**src/rtl/agc_stim_seq_if.sv**
```systemverilog
// Control/status bundle for agc_stim_seq: start/abort, table write port and
// the AGC-facing clock, reset, stimulus pulses and sequencer status.
interface agc_stim_seq_if #(
    parameter int NCH   = 4,
    parameter int DEPTH = 8,
    parameter int TW    = 24,
    parameter int WW    = 8
);
    localparam int AW = $clog2(DEPTH);

    logic            start;
    logic            abort;
    logic            wr_en;
    logic [AW-1:0]   wr_addr;
    logic [TW-1:0]   wr_delay;
    logic [NCH-1:0]  wr_mask;
    logic [WW-1:0]   wr_width;
    logic            wr_last;
    logic            agc_clock;
    logic            agc_rst;
    logic [NCH-1:0]  pulse;
    logic            busy;
    logic            done;
    logic [AW-1:0]   evt_idx;

    modport master (
        output start, abort, wr_en, wr_addr, wr_delay, wr_mask, wr_width, wr_last,
        input  agc_clock, agc_rst, pulse, busy, done, evt_idx
    );

    modport slave (
        input  start, abort, wr_en, wr_addr, wr_delay, wr_mask, wr_width, wr_last,
        output agc_clock, agc_rst, pulse, busy, done, evt_idx
    );
endinterface

```
**src/rtl/agc_stim_seq.sv**
```systemverilog
// AGC stimulus sequencer: free-running AGC clock, timed reset hold, then a
// table of timed pulses. Optional macro SEQ_LOOP_EN repeats the table forever.
module agc_stim_seq #(
    parameter int NCH      = 4,
    parameter int DEPTH    = 8,
    parameter int TW       = 24,
    parameter int WW       = 8,
    parameter int CLKDIV   = 12,
    parameter int RST_HOLD = 250
) (
    input  logic          SIM_CLK,
    input  logic          SIM_RST_n,
    agc_stim_seq_if.slave bus
);
    localparam int AW = $clog2(DEPTH);
    localparam int CW = $clog2(CLKDIV + 1);
    localparam int HW = $clog2(RST_HOLD + 1);

    localparam logic [2:0] S_IDLE  = 3'd0;
    localparam logic [2:0] S_HOLD  = 3'd1;
    localparam logic [2:0] S_WAIT  = 3'd2;
    localparam logic [2:0] S_PULSE = 3'd3;
    localparam logic [2:0] S_DONE  = 3'd4;

    typedef struct packed {
        logic [TW-1:0]  delay;
        logic [NCH-1:0] mask;
        logic [WW-1:0]  width;
        logic           last;
    } entry_t;

    // Asserts asynchronously, releases on a clock edge two flops later.
    logic [1:0] rst_sync;
    logic       rst_n;
    always_ff @(posedge SIM_CLK or negedge SIM_RST_n) begin
        if (!SIM_RST_n) rst_sync <= 2'b00;
        else            rst_sync <= {rst_sync[0], 1'b1};
    end
    assign rst_n = rst_sync[1];

    logic [CW-1:0] div_cnt;
    logic          clk_q;
    always_ff @(posedge SIM_CLK or negedge rst_n) begin
        if (!rst_n) begin
            div_cnt <= '0;
            clk_q   <= 1'b0;
        end else if (div_cnt == CW'(CLKDIV - 1)) begin
            div_cnt <= '0;
            clk_q   <= ~clk_q;
        end else begin
            div_cnt <= div_cnt + 1'b1;
        end
    end

    logic [2:0]     state;
    logic [HW-1:0]  hold_cnt;
    logic [TW-1:0]  timer;
    logic [WW-1:0]  wcnt;
    logic [AW-1:0]  evt_idx;
    logic [NCH-1:0] pulse_q;
    logic           rst_q;
    logic           done_q;
    logic           busy;
    logic           wr_ok;

    entry_t             tbl [DEPTH];
    logic [DEPTH-1:0]   valid;
    entry_t             cur;
    entry_t             nxt;
    logic [AW-1:0]      nxt_idx;
    logic               seq_end;

    assign busy    = (state == S_HOLD) || (state == S_WAIT) || (state == S_PULSE);
    assign wr_ok   = bus.wr_en && !busy;
    assign cur     = tbl[evt_idx];
    assign nxt_idx = evt_idx + 1'b1;
    assign nxt     = tbl[nxt_idx];
    assign seq_end = cur.last || (evt_idx == AW'(DEPTH - 1)) || !valid[nxt_idx];

    // Table payload has no reset; only the valid bits are cleared.
    always_ff @(posedge SIM_CLK) begin
        if (wr_ok) tbl[bus.wr_addr] <= '{bus.wr_delay, bus.wr_mask, bus.wr_width, bus.wr_last};
    end

    always_ff @(posedge SIM_CLK or negedge rst_n) begin
        if (!rst_n)     valid <= '0;
        else if (wr_ok) valid[bus.wr_addr] <= 1'b1;
    end

    always_ff @(posedge SIM_CLK or negedge rst_n) begin
        if (!rst_n) begin
            state    <= S_IDLE;
            hold_cnt <= '0;
            timer    <= '0;
            wcnt     <= '0;
            evt_idx  <= '0;
            pulse_q  <= '0;
            rst_q    <= 1'b1;
            done_q   <= 1'b0;
        end else if (bus.abort) begin
            state   <= S_IDLE;
            evt_idx <= '0;
            pulse_q <= '0;
            rst_q   <= 1'b1;
            done_q  <= 1'b0;
        end else begin
`ifdef SEQ_LOOP_EN
            done_q <= 1'b0;
`endif
            case (state)
                S_IDLE, S_DONE: if (bus.start) begin
                    state    <= S_HOLD;
                    hold_cnt <= HW'(RST_HOLD);
                    evt_idx  <= '0;
                    rst_q    <= 1'b1;
                    done_q   <= 1'b0;
                end
                S_HOLD: if (hold_cnt == '0) begin
                    rst_q   <= 1'b0;
                    evt_idx <= '0;
                    if (valid[0]) begin
                        state <= S_WAIT;
                        timer <= tbl[0].delay;
                    end else begin
                        state  <= S_DONE;
                        done_q <= 1'b1;
                    end
                end else begin
                    hold_cnt <= hold_cnt - 1'b1;
                end
                S_WAIT: if (timer == '0) begin
                    state   <= S_PULSE;
                    pulse_q <= cur.mask;
                    wcnt    <= (cur.width == '0) ? '0 : cur.width - 1'b1;
                end else begin
                    timer <= timer - 1'b1;
                end
                // The cycle that drops the pulse also starts the next wait,
                // which guarantees a low cycle between back-to-back entries.
                S_PULSE: if (wcnt == '0) begin
                    pulse_q <= '0;
                    if (seq_end) begin
`ifdef SEQ_LOOP_EN
                        state   <= S_WAIT;
                        evt_idx <= '0;
                        timer   <= tbl[0].delay;
                        done_q  <= 1'b1;
`else
                        state  <= S_DONE;
                        done_q <= 1'b1;
`endif
                    end else begin
                        state   <= S_WAIT;
                        evt_idx <= nxt_idx;
                        timer   <= nxt.delay;
                    end
                end else begin
                    wcnt <= wcnt - 1'b1;
                end
                default: state <= S_IDLE;
            endcase
        end
    end

    assign bus.agc_clock = clk_q;
    assign bus.agc_rst   = rst_q;
    assign bus.pulse     = pulse_q;
    assign bus.busy      = busy;
    assign bus.done      = done_q;
    assign bus.evt_idx   = evt_idx;
endmodule

```
**src/flat_wrapper.sv**
```systemverilog
// flat-port wrapper written by rule: the top's interface ports become plain ports
module agc_stim_seq_flat 
#(
    parameter int NCH      = 4,
    parameter int DEPTH    = 8,
    parameter int TW       = 24,
    parameter int WW       = 8,
    parameter int CLKDIV   = 12,
    parameter int RST_HOLD = 250
)
  (SIM_CLK, SIM_RST_n, bus_start, bus_abort, bus_wr_en, bus_wr_addr, bus_wr_delay, bus_wr_mask, bus_wr_width, bus_wr_last, bus_agc_clock, bus_agc_rst, bus_pulse, bus_busy, bus_done, bus_evt_idx);
  agc_stim_seq_if #(.NCH(NCH), .DEPTH(DEPTH), .TW(TW), .WW(WW)) bus_i ();
  input  logic SIM_CLK;
  input  logic SIM_RST_n;
  input wire logic [$bits(bus_i.start)-1:0] bus_start;
  input wire logic [$bits(bus_i.abort)-1:0] bus_abort;
  input wire logic [$bits(bus_i.wr_en)-1:0] bus_wr_en;
  input wire logic [$bits(bus_i.wr_addr)-1:0] bus_wr_addr;
  input wire logic [$bits(bus_i.wr_delay)-1:0] bus_wr_delay;
  input wire logic [$bits(bus_i.wr_mask)-1:0] bus_wr_mask;
  input wire logic [$bits(bus_i.wr_width)-1:0] bus_wr_width;
  input wire logic [$bits(bus_i.wr_last)-1:0] bus_wr_last;
  output wire logic [$bits(bus_i.agc_clock)-1:0] bus_agc_clock;
  output wire logic [$bits(bus_i.agc_rst)-1:0] bus_agc_rst;
  output wire logic [$bits(bus_i.pulse)-1:0] bus_pulse;
  output wire logic [$bits(bus_i.busy)-1:0] bus_busy;
  output wire logic [$bits(bus_i.done)-1:0] bus_done;
  output wire logic [$bits(bus_i.evt_idx)-1:0] bus_evt_idx;
  assign bus_i.start = bus_start;
  assign bus_i.abort = bus_abort;
  assign bus_i.wr_en = bus_wr_en;
  assign bus_i.wr_addr = bus_wr_addr;
  assign bus_i.wr_delay = bus_wr_delay;
  assign bus_i.wr_mask = bus_wr_mask;
  assign bus_i.wr_width = bus_wr_width;
  assign bus_i.wr_last = bus_wr_last;
  assign bus_agc_clock = bus_i.agc_clock;
  assign bus_agc_rst = bus_i.agc_rst;
  assign bus_pulse = bus_i.pulse;
  assign bus_busy = bus_i.busy;
  assign bus_done = bus_i.done;
  assign bus_evt_idx = bus_i.evt_idx;
  agc_stim_seq #(.NCH(NCH), .DEPTH(DEPTH), .TW(TW), .WW(WW), .CLKDIV(CLKDIV), .RST_HOLD(RST_HOLD)) u_core (.SIM_CLK(SIM_CLK), .SIM_RST_n(SIM_RST_n), .bus(bus_i));
endmodule
```
**config.mk**
```make
export PLATFORM = sky130hd
export DESIGN_NAME = agc_stim_seq_flat
export DESIGN_NICKNAME = d
export VERILOG_FILES = /design/src/rtl/agc_stim_seq_if.sv /design/src/rtl/agc_stim_seq.sv /design/src/flat_wrapper.sv
export SDC_FILE = /design/constraint.sdc
export NUM_CORES = 1
export LEC_CHECK = 0
export ABC_AREA = 1
export CORE_MARGIN = 5
export CORE_UTILIZATION = 55
export CTS_CLUSTER_SIZE = 8
export DETAILED_ROUTE_END_ITERATION = 8
export DONT_BUFFER_PORTS = 1
export GPL_TIMING_DRIVEN = 0
export PLACE_DENSITY = 0.7
export SYNTH_ARGS = -nofsm -noshare
export SYNTH_HDL_FRONTEND = slang
export SYNTH_SLANG_ARGS = --single-unit
```
**constraint.sdc**
```tcl
create_clock -name SIM_CLK -period 2.9 [get_ports SIM_CLK]
set_clock_uncertainty 0.1 [all_clocks]
set_input_delay 0.58 -clock SIM_CLK [delete_from_list [all_inputs] [get_ports SIM_CLK]]
set_output_delay 0.58 -clock SIM_CLK [all_outputs]
set_load 0.05 [all_outputs]
```
---- After elaboration in Yosys (flattened, before gate mapping) ----
Memories as Yosys holds them, arrays and structs flattened.
Cells that the tools add are included.
operators by class
  eq/ne operators ......................... 22
  reduce and logical (&&, ||, !) cells .... 28
  mux-type cells .......................... 49
  magnitude comparators ................... 3
  bitwise operators ....................... 3
  add/subtract/negate cells ............... 6
operators by type and width
  kind                                                        count
  2-to-1 mux 24 bit                                           5
  case mux 24 bit (3 select lines)                            1
  2-to-1 mux 8 bit                                            5
  2-to-1 mux 3 bit                                            12
  case mux 8 bit (2 select lines)                             2
  logical NOT 24 bit                                          1
  logical NOT 8 bit                                           3
  subtractor 24 x 1 -> 24 bit, second input constant          1
  subtractor 8 x 1 -> 8 bit, second input constant            3
  inequality test 3 bit, second input constant                6
  2-to-1 mux 4 bit                                            4
  inequality test 2 bit, second input constant                8
  2-to-1 mux 1 bit                                            13
  case mux 3 bit (4 select lines)                             1
  AND reduction 4 bit                                         3
  case mux 3 bit (3 select lines)                             1
  nonzero test 3 bit                                          3
  less-than comparator 3 x 4 -> 1 bit, second input constant  2
  OR 8 bit                                                    1
  case mux 4 bit (2 select lines)                             1
  AND reduction 7 bit                                         1
  equality test 3 x 2 -> 1 bit, second input constant         2
  equality test 3 bit, second input constant                  2
  AND reduction 3 bit                                         2
  21 further kinds                                            28
storage, ports and cells
  bits of input ports ..................... 45
  memory bits (writable) .................. 296
  memories ................................ 1
  register bits after elaboration ......... 67
  word-level logic and storage cells ...... 124
memory list
  name        depth  bits a word  read ports  clocked after Yosys merged registers in  wr ports  line                RTL
  u_core.tbl  8      37           3           0                                        1         agc_stim_seq.sv:66  entry_t tbl [DEPTH];

---- Longest topological paths before layout ----
Gate-level depths: netlist of run 1.
  depth in word-level cells ............... 9
  depth in mapped cells ................... 14

---- Worst setup path after synthesis of run 1 ----
No wires, ideal clock.
  path kind ............................... register to register
  from .................................... reg u_core.state[0]
  to ...................................... mem u_core.tbl[1][0] (netlist bit), enable pin
  period minus slack after synthesis ...... 3.365 ns
  library setup time ...................... 0.432 ns
  arrival ................................. 2.833 ns
  buffers on the path ..................... 0
  stages on the path, launching flop included .. 6
  path slack .............................. -0.465 ns
  cells stage by stage .................... dfrtp_1 > nor2_1 > nor2_1 > nor2_1 > nand2_1 > nor2_1
on the way
  word-level cells in the longest chain between the ends .. 7
RTL lines
  what                                                                                 line                 RTL
  from (decl)                                                                          agc_stim_seq.sv:55   logic [2:0] state;
  from (signal assigned)                                                               agc_stim_seq.sv:92   state <= S_IDLE;
  from (signal assigned)                                                               agc_stim_seq.sv:101  state <= S_IDLE;
  from (signal assigned)                                                               agc_stim_seq.sv:112  state <= S_HOLD;
  equality test 3 x 1 -> 1 bit / equality test 3 x 2 -> 1 bit (equally long branches)  agc_stim_seq.sv:73   assign busy = (state == S_HOLD) || (state == S_WAIT) || (state == S_PULSE);
  logical OR 1 bit                                                                     agc_stim_seq.sv:73
  logical OR 1 bit *                                                                   agc_stim_seq.sv:73
  net bus_busy                                                                         flat_wrapper.sv:26   output wire logic [$bits(bus_i.busy)-1:0] bus_busy;
  logical NOT 1 bit *                                                                  agc_stim_seq.sv:74   assign wr_ok = bus.wr_en && !busy;
  logical AND 1 bit *                                                                  agc_stim_seq.sv:74
  2-to-1 mux 1 bit *                                                                   agc_stim_seq.sv:82   if (wr_ok) tbl[bus.wr_addr] <= '{bus.wr_delay, bus.wr_mask, bus.wr_width, bus.wr_last};
  2-to-1 mux 1 bit (not written as such) *                                             agc_stim_seq.sv:82
  to (decl)                                                                            agc_stim_seq.sv:66
The timed path passes the listed nets; every way through them passes the cells marked *.

---- Worst setup path in the final report of run 1 ----
  from .................................... reg u_core.state[0]
  to ...................................... mem u_core.tbl[7][34] (netlist bit), enable pin
Same word-level chain as after synthesis.

==> metrics.md, run 1 <==
| Metric | Value |
|---|---|
| Outcome | `complete, no violations` |
| Rel. slew slack | `41.38%` |
| I/O pin count | `56` |
| Vias per cell | `5.893` |
| Grt total ovfl | `0` |
| Fin crit share | `98.14%` |
| DRT iter0 DRCs | `1557` |
| CTS Buf Count | `51` |
| Crit path kind | `flip-flop to flip-flop` |
| Netlist cell types | `42` |
| Post-Synth XOR/XNOR Area | `0.3311%` |
| WP data required | `3.05 ns` |
| Post-synthesis cell count | `1487` |
| First-pass GRT wire length | `66030 um` |
| Setup tns final | `0 ns` |
| Core area | `28630 sq um` |
| Initial antenna violation count | `0` |
| M1 WL | `17520 um` |
| Final Hold Viols | `0` |
| Buffers added on ports | `0` |
| Area delta synth->final | `17.52%` |
| Leak | `7.064 nW` |
| Met3 Wirelength | `5022 um` |
| Max_cap viols | `0` |
| Synth Area in Simple Gates | `17.44%` |
| Crit-path most repeated cell | `nor2_1` |
| Pwr/cell area | `777.5 nW/um^2` |
| Vias in the first global route | `11340` |
| Final Non-Filler Cells | `2019` |
| Reg clk slew, reported paths | `0.05 ns` |
| R2R setup slack | `0.05 ns` |
| Met2 WL post-DR | `20030 um` |
| Commonest non-fill, non-tap cell in the layout | `edfxtp_1` |
| Yosys warnings | `0` |
| WL final | `43860 um` |
| CP cell instances | `nor2_1, nor2_2, nor2_1, nand2_1, nor2_4, buf_16` |
| Min-delay src | `bus_wr_width[2]` |
| Hold/Removal Path Class | `primary input to flip-flop` |
| Pre-CTS WS | `-0.5627 ns` |
| Mux share of post-synthesis cell area | `0%` |
| RSZ-0062 raised after global routing | `yes` |
| Worst r2r path cells | `6` |
| Family with the most delay on the worst path | `simple AND/OR/NAND/NOR gates` |
| Die Wd | `179.9 um` |
| Fin crit period | `2.846 ns` |
| WHS Path Cells | `0` |
| DPL Wire Length | `27700 um` |
| Syn Nets | `1543` |
| Post-synthesis sequential area ratio | `66.57%` |
| Gpl congestion | `0.9226` |
| Largest stage delay, worst path | `0.63 ns` |
| Initial core utilization | `55.45%` |
| Total GRT Usage | `26.31%` |
| CTS sink count | `363` |
| Fmax | `351.4 MHz` |
| Avg Cell Area, Syn | `10.67 sq um` |
| Clock Tree Buf Depth | `3` |
| DR vias | `11900` |
| Clk_lat worst skew | `0.56 ns` |
| DRC | `0` |
| Largest family of logic cells by synthesized area | `simple AND/OR/NAND/NOR gates` |
| 1st-pass router iterations | `6` |
| Highest routed layer | `met4` |
| Share of post-route cells with drive strength above 1 | `9.725%` |
| Crit path arrival time | `3.00 ns` |
| Avg WL per Cell | `21.72 um` |
| Largest net degree at the start of global routing | `66` |
| Most frequent cells in the layout | `296 x edfxtp_1, 260 x nand2_1, 201 x nor2_1` |
| Critical path's slowest cell | `nor2_4` |
| Post-Syn Area | `15870 sq um` |
| Antenna viol nets, final | `0` |
| Post-Synth Adder-Cell Area | `0.8671%` |
| Layout Nets | `1660` |
| Setup slack after layout | `0.05387 ns` |
| Number of cells after detailed placement | `1879` |
| Startpoint class of the critical path | `flip-flop` |
| WP buf/inv | `1` |
| FF-to-FF End | `u_core.tbl[7][34]$_DFFE_PP_` |
| Rows | `62` |
| VDD IR max | `649.8 uV` |
| Hold worst-path end | `u_core.tbl[6][3]$_DFFE_PP_` |
| Worst-path fanout max | `18` |
| Slew @ Worst Pin | `0.8793 ns` |
| DIE HEIGHT | `179.9 um` |
| N_diodes | `0` |
| R2R Path Start | `u_core.state[0]$_DFFE_PN0P_` |
| Endpoints failing setup | `0` |
| Final Max Slew Viols | `0` |
| Post-synthesis compound-gate area fraction | `10.05%` |
| CTS tree | `yes` |
| Full die area | `32360 sq um` |
| Crit path capture type | `flip-flop` |
| H-tree depth | `2` |
| Clock root buffer | `clkbuf_16` |
| FF+latch count, synth | `363` |
[where the power goes]
part	internal, mW	switching (mW)	total, mW
combinational	0.764	1.71	2.47
sequential	6.13	0.445	6.57
clock	3.32	2.15	5.46
total	10.2	4.30	14.5
[stage by stage]
step                      hold slack [ns]  util [%]  power, mW  area (sq um)
final                             0.02607     65.17      14.50         18650
after global routing             0.007886     65.17      15.12         18650
after CTS                       0.0005211     64.70      14.47         18520
after detailed placement           0.1845     57.94      8.963         16580
after global placement             0.1845     57.13      8.873         16350
after floorplan                    0.1844         -      8.237         15870
[how the worst max path moves through the flow]
| stage | start | to | slack (ns) | cells past startpoint |
|---|---|---|---|---|
| after floorplan | u_core.state[0]$_DFFE_PN0P_ | u_core.tbl[1][0]$_DFFE_PP_ | -0.47 | 5 |
| after global placement | u_core.state[0]$_DFFE_PN0P_ | u_core.tbl[6][31]$_DFFE_PP_ | -2.39 | 5 |
| after detailed placement | u_core.bus.evt_idx[0]$_DFFE_PN0P_ | u_core.timer[14]$_DFFE_PN0P_ | -0.56 | 10 |
| after CTS | u_core.bus.evt_idx[0]$_DFFE_PN0P_ | u_core.timer[18]$_DFFE_PN0P_ | 0.02 | 9 |
| after global routing | u_core.bus.evt_idx[1]$_DFFE_PN0P_ | u_core.timer[18]$_DFFE_PN0P_ | -0.004 | 9 |
| final | u_core.state[0]$_DFFE_PN0P_ | u_core.tbl[7][34]$_DFFE_PP_ | 0.05 | 6 |
[Yosys cell counts, drive strengths merged]
| cell type | instances | share of area, % |
|---|---|---|
| edfxtp | 296 | 56 |
| nand2 | 261 | 6.2 |
| nor2 | 219 | 5.4 |
| o21ai | 159 | 5.0 |
| nand3 | 144 | 4.6 |
| inv | 109 | 2.6 |
| dfrtp | 66 | 10 |
| clkbuf | 39 | 0.93 |
| o221ai | 37 | 2.0 |
| a21oi | 32 | 1.1 |
| buf | 30 | 1.2 |
| o22ai | 20 | 0.79 |
| o211ai | 14 | 0.66 |
| ha | 11 | 0.87 |
| nand4 | 11 | 0.43 |
| nor3 | 8 | 0.28 |
| or2 | 8 | 0.32 |
| xor2 | 5 | 0.28 |
| nand3b | 4 | 0.19 |
| o21bai | 3 | 0.14 |
| a21o | 2 | 0.095 |
| a211oi | 1 | 0.047 |
| a21boi | 1 | 0.047 |
| a22oi | 1 | 0.047 |
| a31oi | 1 | 0.039 |
| and2 | 1 | 0.039 |
| conb | 1 | 0.024 |
| dfstp | 1 | 0.17 |
| o31ai | 1 | 0.047 |
| xnor2 | 1 | 0.055 |
[registers in the layout, indices dropped and copies added, names as in the netlist]
signal / count
u_core.rst_sync: 2
u_core.wcnt: 8
u_core.hold_cnt: 8
u_core.state: 3
u_core.div_cnt: 4
u_core.bus.evt_idx: 3
u_core.bus.done: 1
u_core.timer: 24
u_core.tbl: 296
u_core.bus.agc_clock: 1
u_core.bus.pulse: 4
u_core.bus.agc_rst: 1
u_core.valid: 8
[layout make-up]
cell class	count	area [sq um]
fillers	2115	9971
clock inverters	3	51.30
flip-flops and latches	363	10580
multi-input cells	947	4646
clock buffers	81	1420
inverters	109	412.9
repair buffers	64	718.2
plain buffers	68	349.1
well taps	384	480.5
[logic make-up (layout without fill, tap and decap cells)]
kind of cell / after synthesis / in the layout
compound gates: 272 / 272
flops: 363 / 363
simple gates: 656 / 657
xor+xnor: 6 / 6
fa+ha+maj: 11 / 11
other cells: 1 / 1
buf+inv: 178 / 325
[what timing repair did]
action	4_1_cts	5_1_grt
setup buffers	5	4
cloned	1	0
hold buffers	39	8
setup endpoints to repair	96	87
endpoints found under the hold margin	239	24
pin swaps	3	3
resized for setup	14	7
[metal layers]
layer / vias to the layer above / track usage (%)
met4: 0 / 8.504
li1: 5466 / -
met3: 85 / 7.255
met1: 5694 / 36.55
met5: - / 0
met2: 652 / 40.73
No activity file was read; power rests on OpenSTA's default activity.
==> run 2, diff against run 1 <==
--- a/config.mk
+++ b/config.mk
@@ -8,7 +8,7 @@
 export ABC_AREA = 1
 export CORE_MARGIN = 5
 export CORE_UTILIZATION = 55
-export CTS_CLUSTER_SIZE = 8
+export CTS_BUF_LIST = sky130_fd_sc_hd__clkbuf_2
 export DETAILED_ROUTE_END_ITERATION = 8
 export DONT_BUFFER_PORTS = 1
 export GPL_TIMING_DRIVEN = 0
==> run 2 against run 1 <==
  * Sequential cell count stayed put
  * Critical path depth is 4 higher
  * First-iteration DRC count is 7.6% lower
  * Via count is 2.1% higher
  * Register-to-register slack better by 0.06 ns
  * Power is 14% lower
  * Final cell count is 4.0% higher
  * Die area stayed put
  * Sequential power hardly changed
  * Critical endpoint is now u_core.timer[22]$_DFFE_PN0P_
  * Highest routed layer unchanged
==> metrics.md, run 2 (synthesized netlist as in run 1, its figures left out) <==
| Metric | Value |
|---|---|
| Total GRT Usage | `26.12% (-0.19 points)` |
| Endpoints failing setup | `0 (unchanged)` |
| Final instance area | `18010 sq um (-3.5%)` |
| CTS sink count | `363 (unchanged)` |
| Rel. slew slack | `41.08% (-0.30 points)` |
| VDD IR max | `462.0 uV (-29%)` |
| Gpl congestion | `0.9226 (unchanged)` |
| Crit path capture type | `flip-flop` |
| H-tree depth | `3 (+1)` |
| Max_cap viols | `0 (unchanged)` |
| Top Registers | `u_core.tbl (296), u_core.timer (24)` |
| Most frequent cells in the layout | `296 x edfxtp_1, 259 x nand2_1, 200 x nor2_1` |
| Final Hold Viols | `0 (unchanged)` |
| DR vias | `12150 (+2.1%)` |
| RSZ-0062 raised after global routing | `no` |
| Worst-path fanout max | `10 (-8)` |
| Highest routed layer | `met4` |
| I/O pin count | `56 (unchanged)` |
| Crit-path most repeated cell | `nand3_1` |
| Avg WL per Cell | `20.68 um (-4.8%)` |
| Layout Nets | `1697 (+2.2%)` |
| Antenna viol nets, final | `0 (unchanged)` |
| Cell Area, Placed | `16580 sq um (unchanged)` |
| Initial core utilization | `55.45% (unchanged)` |
| DPL Wire Length | `27700 um (unchanged)` |
| Largest register by flop count | `u_core.tbl` |
| M1 WL | `17870 um (+2.0%)` |
| Startpoint class of the critical path | `flip-flop` |
| Crit path kind | `flip-flop to flip-flop` |
| Outcome | `complete, no violations` |
| Initial antenna violation count | `3 (+3)` |
| Largest stage delay, worst path | `0.58 ns (-0.05 ns)` |
| Met2 WL post-DR | `19750 um (-1.4%)` |
| CP cell instances | `ha_2, inv_2, clkbuf_2, clkbuf_4, o21ai_1, o221ai_1, o211ai_1, nand3_1, nand3_1, nand2_1` |
| Rows | `62 (unchanged)` |
| Fin crit period | `2.781 ns (-0.06492 ns)` |
| Buffers added on ports | `0 (unchanged)` |
| Met3 Wirelength | `4810 um (-4.2%)` |
| WP buf/inv | `3 (+2)` |
| Die Wd | `179.9 um (unchanged)` |
| Final Power | `12.47 mW (-14%)` |
| Share of post-route cells with drive strength above 1 | `14.78% (+5.1 points)` |
| Pwr/cell area | `692.1 nW/um^2 (-11%)` |
| 1st-pass router iterations | `8 (+2)` |
| Vias in the first global route | `11470 (+1.1%)` |
| Critical path's slowest cell | `dfrtp_2` |
| Clock Tree Buf Depth | `3 (unchanged)` |
| Fin crit share | `95.90% (-2.2 points)` |
| Full die area | `32360 sq um (unchanged)` |
| First-pass GRT wire length | `65710 um (-0.49%)` |
| DRC | `0 (unchanged)` |
| Vias per cell | `5.788 (-1.8%)` |
| Reg clk slew, reported paths | `0.11 ns (+0.06 ns)` |
| Grt total ovfl | `0 (unchanged)` |
| Fmax | `359.6 MHz (+2.3%)` |
| Hold/Removal Path Class | `primary input to flip-flop` |
| Largest net degree at the start of global routing | `66 (unchanged)` |
| Setup tns final | `0 ns (unchanged)` |
| WP data required | `3.64 ns (+0.59 ns)` |
| Clock root buffer | `clkbuf_2` |
| WL final | `43400 um (-1.0%)` |
| DRT iter0 DRCs | `1438 (-7.6%)` |
| Commonest non-fill, non-tap cell in the layout | `edfxtp_1` |
| Clk_lat worst skew | `0.95 ns (+0.39 ns)` |
| Core area | `28630 sq um (unchanged)` |
| DIE HEIGHT | `179.9 um (unchanged)` |
| Leak | `6.995 nW (-0.96%)` |
| Family with the most delay on the worst path | `buffers and inverters` |
| CTS tree | `yes` |
| CTS Buf Count | `89 (+75%)` |
| Crit path arrival time | `3.52 ns (+0.52 ns)` |
| Max reg flops | `296 (unchanged)` |
| Final Max Slew Viols | `0 (unchanged)` |
| Area delta synth->final | `13.46%` |
| Slew @ Worst Pin | `0.8838 ns (+0.004567 ns)` |
## run 2: cell type report
| cell class | instances | area [sq um] |
|---|---|---|
| Multi-Input combinational cell | 947 | 4651 |
| Sequential cell | 363 | 10580 |
| Clock buffer | 139 | 695.7 |
| Antenna cell | 3 | 7.507 |
| Timing Repair Buffer | 63 | 705.7 |
| Fill cell | 2314 | 10620 |
| Inverter | 109 | 412.9 |
| Tap cell | 384 | 480.5 |
| Clock inverter | 23 | 126.4 |
| Buffer | 68 | 354.1 |
## run 2: layer usage
layer / up-vias / global-route usage, %
met4: 0 / 8.046
met2: 671 / 40.14
met5: - / 0
met3: 80 / 7.013
met1: 5799 / 36.87
li1: 5600 / -
## run 2: worst paths after layout
check | from | endpoint | slack, ns | cells past startpoint
max | u_core.bus.evt_idx[1]$_DFFE_PN0P_ | u_core.timer[22]$_DFFE_PN0P_ | 0.12 | 10
min | bus_abort | u_core.wcnt[0]$_DFFE_PN0P_ | 0.06 | 4
max reg2reg | u_core.bus.evt_idx[1]$_DFFE_PN0P_ | u_core.timer[22]$_DFFE_PN0P_ | 0.12 | 10
min reg2reg | u_core.rst_sync[0]$_DFF_PN0_ | u_core.rst_sync[1]$_DFF_PN0_ | 0.27 | 0
max in group asynchronous | u_core.rst_sync[1]$_DFF_PN0_ | u_core.bus.evt_idx[0]$_DFFE_PN0P_ | 1.70 | 0
min in group asynchronous | u_core.rst_sync[1]$_DFF_PN0_ | u_core.bus.pulse[2]$_DFFE_PN0P_ | 0.33 | 0
## run 2: what timing repair did
| action | CTS | global route |
|---|---|---|
| hold buffers | 45 | 0 |
| setup endpoints to repair | 137 | 101 |
| buffers inserted | 3 | 7 |
| gates cloned | 1 | 0 |
| resized for setup | 15 | 13 |
| endpoints found under the hold margin | 311 | 0 |
| pin swaps | 2 | 4 |
## run 2: through the flow
stage | setup slack (ns) | utilization [%] | hold slack (ns) | cells
floorplan | -0.4651 | - | 0.1844 | 1487
global placement | -2.390 | 57.13 | 0.1845 | 1871
detailed placement | -0.5627 | 57.94 | 0.1845 | 1879
CTS | 0.001012 | 62.59 | 0.02553 | 2089
global route | 0.02816 | 62.92 | 0.02197 | 2099
finish | 0.1188 | 62.92 | 0.06387 | 2099
## run 2: worst register-to-register path: cells and delay by family (launching register included)
family / cells / cell delay [ns]
buffers and inverters: 3 / 0.74
flip-flops: 1 / 0.58
AO/OA/AOI/OAI: 3 / 0.56
adder cells (fa/ha/maj): 1 / 0.43
AND/OR/NAND/NOR: 3 / 0.31
## run 2: power by group
group	leakage [nW]	internal [mW]	switching (mW)
clock	0.636	1.36	2.07
sequential	3.47	6.10	0.443
combinational	2.89	0.766	1.72
